--- config.mk ---
export PLATFORM = sky130hd
export DESIGN_NAME = alu_ft_sched
export DESIGN_NICKNAME = d
export VERILOG_FILES = /design/src/rtl/alu_ft_sched.sv
export SDC_FILE = /design/constraint.sdc
export NUM_CORES = 1
export LEC_CHECK = 0
export BUFFER_PORTS_ARGS = -buffer_cell sky130_fd_sc_hd__buf_2
export CELL_PAD_IN_SITES_DETAIL_PLACEMENT = 1
export CELL_PAD_IN_SITES_GLOBAL_PLACEMENT = 2
export CORE_AREA = 3 3 169 171
export CTS_CLUSTER_DIAMETER = 30
export DETAILED_ROUTE_END_ITERATION = 10
export DIE_AREA = 0 0 172 174
export PLACE_DENSITY = 0.9
export SLEW_MARGIN = 20
export SYNTH_ARGS = -nofsm -noshare
export SYNTH_HDL_FRONTEND = slang
export SYNTH_SLANG_ARGS = --single-unit
--- constraint.sdc ---
create_clock -name clk -period 3 [get_ports clk]
set_clock_uncertainty 0.1 [all_clocks]
set_input_delay 0.45 -clock clk [delete_from_list [all_inputs] [get_ports clk]]
set_output_delay 0.45 -clock clk [all_outputs]
set_load 0.01 [all_outputs]
--- src/rtl/alu_ft_sched.sv ---
`default_nettype none
// ============================================================================
// Module   : alu_ft_sched
// Purpose  : Lets N_REQ requesters share one fault-tolerant ALU. The ALU
//            executes each op twice, compares the two results, and recomputes
//            the op if they differ. This block provides round-robin
//            arbitration, a single pending skid slot, and an operand hold
//            while the ALU is mid-evaluation. It tracks the ALU's free-running
//            stage sequence from alu_fault and returns one response per op.
// Ports    : clk, rst                 clock / synchronous active-high reset
//            req_valid/ready [N_REQ]  per-requester handshake
//            req_a/b [32*N_REQ]       operands, requester i at [32i+:32]
//            req_ctrl [3*N_REQ]       ALUControl, requester i at [3i+:3]
//            alu_a/b/ctrl             operands driven to the shared FT ALU
//            alu_result/flags/fault   FT ALU registered result, flags, fault
//            rsp_valid/id/result/flags/retried  one-cycle response strobe
//            fault_cnt [16]           saturating count of retried ops
// Revision : 1.0 - initial release
// ============================================================================
module alu_ft_sched #(
  parameter int          N_REQ     = 2,
  parameter int          IDW       = (N_REQ > 1) ? $clog2(N_REQ) : 1,
  parameter logic [15:0] FAULT_SAT = 16'hFFFF
) (
  input  logic                 clk,
  input  logic                 rst,
  input  logic [N_REQ-1:0]     req_valid,
  output logic [N_REQ-1:0]     req_ready,
  input  logic [32*N_REQ-1:0]  req_a,
  input  logic [32*N_REQ-1:0]  req_b,
  input  logic [3*N_REQ-1:0]   req_ctrl,
  output logic [31:0]          alu_a,
  output logic [31:0]          alu_b,
  output logic [2:0]           alu_ctrl,
  input  logic [31:0]          alu_result,
  input  logic [3:0]           alu_flags,
  input  logic                 alu_fault,
  output logic                 rsp_valid,
  output logic [IDW-1:0]       rsp_id,
  output logic [31:0]          rsp_result,
  output logic [3:0]           rsp_flags,
  output logic                 rsp_retried,
  output logic [15:0]          fault_cnt
);

  // Mirror of the ALU's stage sequence.
  typedef enum logic [1:0] {
    ST_CAP1 = 2'd0,
    ST_CMP  = 2'd1,
    ST_RES  = 2'd2
  } trk_t;

  trk_t            r_trk;
  trk_t            w_trk_nxt;

  // Pending (skid) slot.
  logic            r_pend_v;
  logic [31:0]     r_pend_a;
  logic [31:0]     r_pend_b;
  logic [2:0]      r_pend_ctrl;
  logic [IDW-1:0]  r_pend_id;

  // Active op, held on the ALU operands while it evaluates.
  logic            r_busy;
  logic [31:0]     r_act_a;
  logic [31:0]     r_act_b;
  logic [2:0]      r_act_ctrl;
  logic [IDW-1:0]  r_act_id;

  logic [IDW-1:0]  r_ptr;

  logic            r_rsp_valid;
  logic [IDW-1:0]  r_rsp_id;
  logic [31:0]     r_rsp_result;
  logic [3:0]      r_rsp_flags;
  logic            r_rsp_retried;
  logic [15:0]     r_fault_cnt;

  logic            w_slot_start;
  logic            w_load;
  logic            w_pend_free;
  logic            w_gnt_any;
  logic [IDW-1:0]  w_gnt_idx;
  logic [N_REQ-1:0] w_grant;
  logic            w_accept;
  logic [31:0]     w_sel_a;
  logic [31:0]     w_sel_b;
  logic [2:0]      w_sel_ctrl;
  logic            w_done_ok;
  logic            w_done_retry;

  // (base + off) mod N_REQ, for base < N_REQ and off <= N_REQ.
  function automatic logic [IDW-1:0] wrap_idx(input logic [IDW-1:0] base, input int off);
    int s;
    s = int'(base) + off;
    if (s >= N_REQ) s = s - N_REQ;
    return s[IDW-1:0];
  endfunction

  // ---------------------------------------------------------------- tracker
  always_ff @(posedge clk) begin
    if (rst) r_trk <= ST_CAP1;
    else     r_trk <= w_trk_nxt;
  end

  always_comb begin
    w_trk_nxt = r_trk;
    case (r_trk)
      ST_CAP1: w_trk_nxt = ST_CMP;
      ST_CMP:  w_trk_nxt = ST_RES;
      // A clean compare overlaps RES with the next stage-1, so the next stage
      // is CMP. A mismatch makes the ALU spend this cycle recomputing.
      ST_RES:  w_trk_nxt = alu_fault ? ST_CAP1 : ST_CMP;
      default: w_trk_nxt = ST_CAP1;
    endcase
  end

  // The ALU samples its operands on every slot start. The RES case depends
  // on alu_fault combinationally.
  assign w_slot_start = (r_trk == ST_CAP1) | ((r_trk == ST_RES) & ~alu_fault);
  assign w_load       = w_slot_start & r_pend_v;
  assign w_pend_free  = ~r_pend_v | w_load;

  assign alu_a    = w_load ? r_pend_a    : r_act_a;
  assign alu_b    = w_load ? r_pend_b    : r_act_b;
  assign alu_ctrl = w_load ? r_pend_ctrl : r_act_ctrl;

  // ---------------------------------------------------------------- arbiter
  always_comb begin
    w_gnt_any = 1'b0;
    w_gnt_idx = '0;
    w_grant   = '0;
    for (int k = 0; k < N_REQ; k++) begin
      if (!w_gnt_any && req_valid[wrap_idx(r_ptr, k)]) begin
        w_gnt_any = 1'b1;
        w_gnt_idx = wrap_idx(r_ptr, k);
      end
    end
    w_grant[w_gnt_idx] = w_gnt_any;
  end

  always_comb begin
    w_sel_a    = '0;
    w_sel_b    = '0;
    w_sel_ctrl = '0;
    for (int k = 0; k < N_REQ; k++) begin
      if (w_gnt_idx == IDW'(k)) begin
        w_sel_a    = req_a[32*k +: 32];
        w_sel_b    = req_b[32*k +: 32];
        w_sel_ctrl = req_ctrl[3*k +: 3];
      end
    end
  end

  // No acceptance while in reset, so that every output reads zero.
  assign w_accept  = w_gnt_any & w_pend_free & ~rst;
  assign req_ready = (w_pend_free & ~rst) ? w_grant : '0;

  always_ff @(posedge clk) begin
    if (rst) r_ptr <= '0;
    else if (w_accept) r_ptr <= wrap_idx(w_gnt_idx, 1);
  end

  // ------------------------------------------------------ pending / active
  always_ff @(posedge clk) begin
    if (rst) begin
      r_pend_v    <= 1'b0;
      r_pend_a    <= '0;
      r_pend_b    <= '0;
      r_pend_ctrl <= '0;
      r_pend_id   <= '0;
      r_busy      <= 1'b0;
      r_act_a     <= '0;
      r_act_b     <= '0;
      r_act_ctrl  <= '0;
      r_act_id    <= '0;
    end else begin
      if (w_accept) begin
        r_pend_v    <= 1'b1;
        r_pend_a    <= w_sel_a;
        r_pend_b    <= w_sel_b;
        r_pend_ctrl <= w_sel_ctrl;
        r_pend_id   <= w_gnt_idx;
      end else if (w_load) begin
        r_pend_v    <= 1'b0;
      end

      // With no pending op, the ALU re-evaluates the held operands. That
      // result belongs to no one.
      if (w_slot_start) begin
        r_busy <= r_pend_v;
        if (r_pend_v) begin
          r_act_a    <= r_pend_a;
          r_act_b    <= r_pend_b;
          r_act_ctrl <= r_pend_ctrl;
          r_act_id   <= r_pend_id;
        end
      end
    end
  end

  // ------------------------------------------------------------ completion
  // Outside reset, CAP1 is reached only from a faulted RES, and busy holds
  // across that RES. So busy in CAP1 means the recompute result is ready.
  assign w_done_ok    = r_busy & (r_trk == ST_RES) & ~alu_fault;
  assign w_done_retry = r_busy & (r_trk == ST_CAP1);

  always_ff @(posedge clk) begin
    if (rst) begin
      r_rsp_valid   <= 1'b0;
      r_rsp_id      <= '0;
      r_rsp_result  <= '0;
      r_rsp_flags   <= '0;
      r_rsp_retried <= 1'b0;
      r_fault_cnt   <= '0;
    end else begin
      r_rsp_valid <= w_done_ok | w_done_retry;
      if (w_done_ok | w_done_retry) begin
        r_rsp_id      <= r_act_id;
        r_rsp_result  <= alu_result;
        r_rsp_flags   <= alu_flags;
        r_rsp_retried <= w_done_retry;
      end
      if (w_done_retry && (r_fault_cnt != FAULT_SAT)) begin
        r_fault_cnt <= r_fault_cnt + 16'd1;
      end
    end
  end

  assign rsp_valid   = r_rsp_valid;
  assign rsp_id      = r_rsp_id;
  assign rsp_result  = r_rsp_result;
  assign rsp_flags   = r_rsp_flags;
  assign rsp_retried = r_rsp_retried;
  assign fault_cnt   = r_fault_cnt;

endmodule
`default_nettype wire

==> metrics <==
outcome=finished clean; placed cells=1400; Critical Path Source Type=flop; clk_lat worst skew=~0.43 ns; post-CTS sizing=0; max_cap viols=0; Worst Path Arrival=2.10 ns; syn avg cell area=9.68 um2; Rel. slew slack=50.9%; die width=about 170 um; power consumption=approximately 6 mW; core area=about 27000 um2; Initial Utilization=between 20% and 30%; Max Slew Vio Count=0; Cell variety after synth=36; Crit Path Class=flop to output port; WP depth=5; post-route insts no fill=roughly 1400; vias per cell=roughly 4.7; PwrDens=a little under 600 nW/um2; buffer depth of the longest clock path=2; Crit path max-delay family=buffers and inverters; worst hold margin=between 0.15 and 0.2 ns; Nets=1254; Yosys reg bits=approximately 200; P_leak=4.86 nW; GR Util All Layers=15.6%; hpwl dp=between 15000 and 20000 um; post-CTS setup repair buffer count=0; vias in the first global route=around 7000; Data required, critical path=~2.5 ns; Synth Net Count=988; top_reg_cell synth=dfxtp_1; WP buf/inv=2; Final Wtd Congestion=around 0.73; final critical-path share of the clock period=around nine tenths; DR vias=slightly below 7000; Detailed Route WL=roughly 24000 um; synthesized instance count=a little over 800; clock period minus worst slack=about 2.7 ns; unrepaired setup endpoints after global routing=false; wire per inst=approximately 17 um; worst reg-to-reg setup slack=0.66 ns; drt initial violations=215; global route overflow=0; CTS tree=built; DP Area=around 9700 um2; CP endpoint kind=output port; Root Driver=clkbuf_16; Hold Path Cell Cnt=3; Area Overhead vs Synth=31.1%; CTS buffer count=17; Ports=between 200 and 300; ys async rst share=0%; Non-Filler Cell Area, Final=~10000 um2; die area=about 30000 um2; port buffer count=slightly below 300; H-tree depth reported by CTS=4; Ys Warns=0; final setup fails=0; crit-path cells=a21oi_1, nand2_4, buf_4, mux2_2, buf_2; setup ws final=about 0.35 ns; EDFF count, synth=0; initial antenna violation count=3; first-pass GRT wire length=around 38000 um; CTS Hold Bufs=0; Rows=60; Seq/Total Area, Yosys=between 40% and 50%; worst slew pin tran=0.737 ns; Fmax=0.377 GHz; share of cells above drive strength 1=38.4%; Worst Setup Slack post-DPL=0.606 ns; CTS Sinks=about 200; pin count of the biggest net entering global routing=~100; Routed Antenna Nets=0; Mapped Area=a little under 8000 um2; crit path max fanout=35; critical path's largest stage delay=around 0.42 ns; Reg2Reg Depth=4; worst vdd ir=326 uV; CP max stage cell=mux2_2; Hold Fails Final Rpt=0; final core occ=38.1%; Hold WC Path Type=input pin to flop; Setup TNS=0 ns; Initial DRT Pass Iterations=4; Worst-path clk slew=about 0.080 ns; chip height=between 150 and 200 um; Residual DRC=0
## tightest hold or removal path, cell delays in order
cell	delay (ns)
buf_2	0.10
nand2_1	0.04
a21oi_1	0.05
## worst paths after layout
| kind | startpoint | end |
|---|---|---|
| setup reg to reg | r_busy | fault_cnt[15] |
| hold / removal | alu_result[19] | rsp_result[19] |
| setup / recovery | r_trk[1] | alu_b[23] |
| hold reg to reg | rsp_flags[0] | rsp_flags[0] |
## cells in the mapped netlist (2+ instances only)
cell type  instances  area [um2]
a211oi_1          69         518
a21oi_1           50         250
and2_1            70         438
and3_1             3        18.8
buf_1              9        33.8
buf_2              2        10.0
clkbuf_1          52         195
dfxtp_1          196        3920
inv_1              5        18.8
mux2_2            68         766
mux2i_1           68         681
nand2_1           87         327
nand3_1            7        35.0
nand4_1            4        25.0
nor2_1            74         278
nor2b_1            2        12.5
nor3_1             5        25.0
nor3b_1            3        22.5
nor4_1             4        25.0
o21ai_0            3        15.0
o31ai_1            6        45.0
or2_2              4        25.0
or4_1              8        60.1
## kinds of logic after synthesis
kind of cell	synth area share, %
flops	49.9
buf+inv	3.34
simple gates	16.8
fa+ha+maj	0.159
compound gates	11.3
mux	18.4
## per-layer routing
metal	GRT usage (%)	wire [um]	share of wire, %	vias up
li1	-	-	-	3350
met1	19.5	10500	44	3188
met2	25.6	11100	47	205
met3	5.50	1900	8.0	21
met4	3.89	332	1.4	4
met5	0	34	0.14	-
## registers in the layout, indices dropped and copies added (netlist names), 2 cells and up
register,cells
fault_cnt,16
r_act_a,32
r_act_b,32
r_act_ctrl,3
r_pend_a,32
r_pend_b,32
r_pend_ctrl,3
r_trk,2
rsp_flags,4
rsp_result,32
## layout by cell type (no fill, tap or decap), drive strengths merged, types with 2 or more instances in the layout
| master | synthesis | final |
|---|---|---|
| buf | 11 | 311 |
| dfxtp | 196 | 196 |
| nand2 | 87 | 87 |
| nor2 | 74 | 74 |
| and2 | 70 | 70 |
| a211oi | 69 | 69 |
| mux2 | 68 | 68 |
| mux2i | 68 | 68 |
| a21oi | 50 | 50 |
| clkbuf | 53 | 17 |
| inv | 5 | 12 |
| or4 | 8 | 8 |
| nand3 | 7 | 7 |
| o31ai | 6 | 6 |
| clkinv | 0 | 6 |
| nor3 | 5 | 5 |
| nand4 | 4 | 4 |
| nor4 | 4 | 4 |
| or2 | 4 | 4 |
| nor3b | 3 | 3 |
| and3 | 3 | 3 |
| o21ai | 3 | 3 |
| nor2b | 2 | 2 |
## final cells by class
cell class / count / area, um2
flip-flops and latches: 196 / 3920
fillers: 3219 / 16700
repair buffers: 311 / 1620
inverters: 5 / 18.8
clock inverters: 15 / 183
multi-input cells: 547 / 3700
diodes: 1 / 2.50
clock buffers: 17 / 425
well taps: 341 / 427
## power by group
group	leakage, nW	internal [mW]	switching (mW)
Sequential	1.60	2.74	0.0732
Clock	0.296	1.21	1.18
Combinational	2.96	0.366	0.419
(Power assumes the default switching activity.)
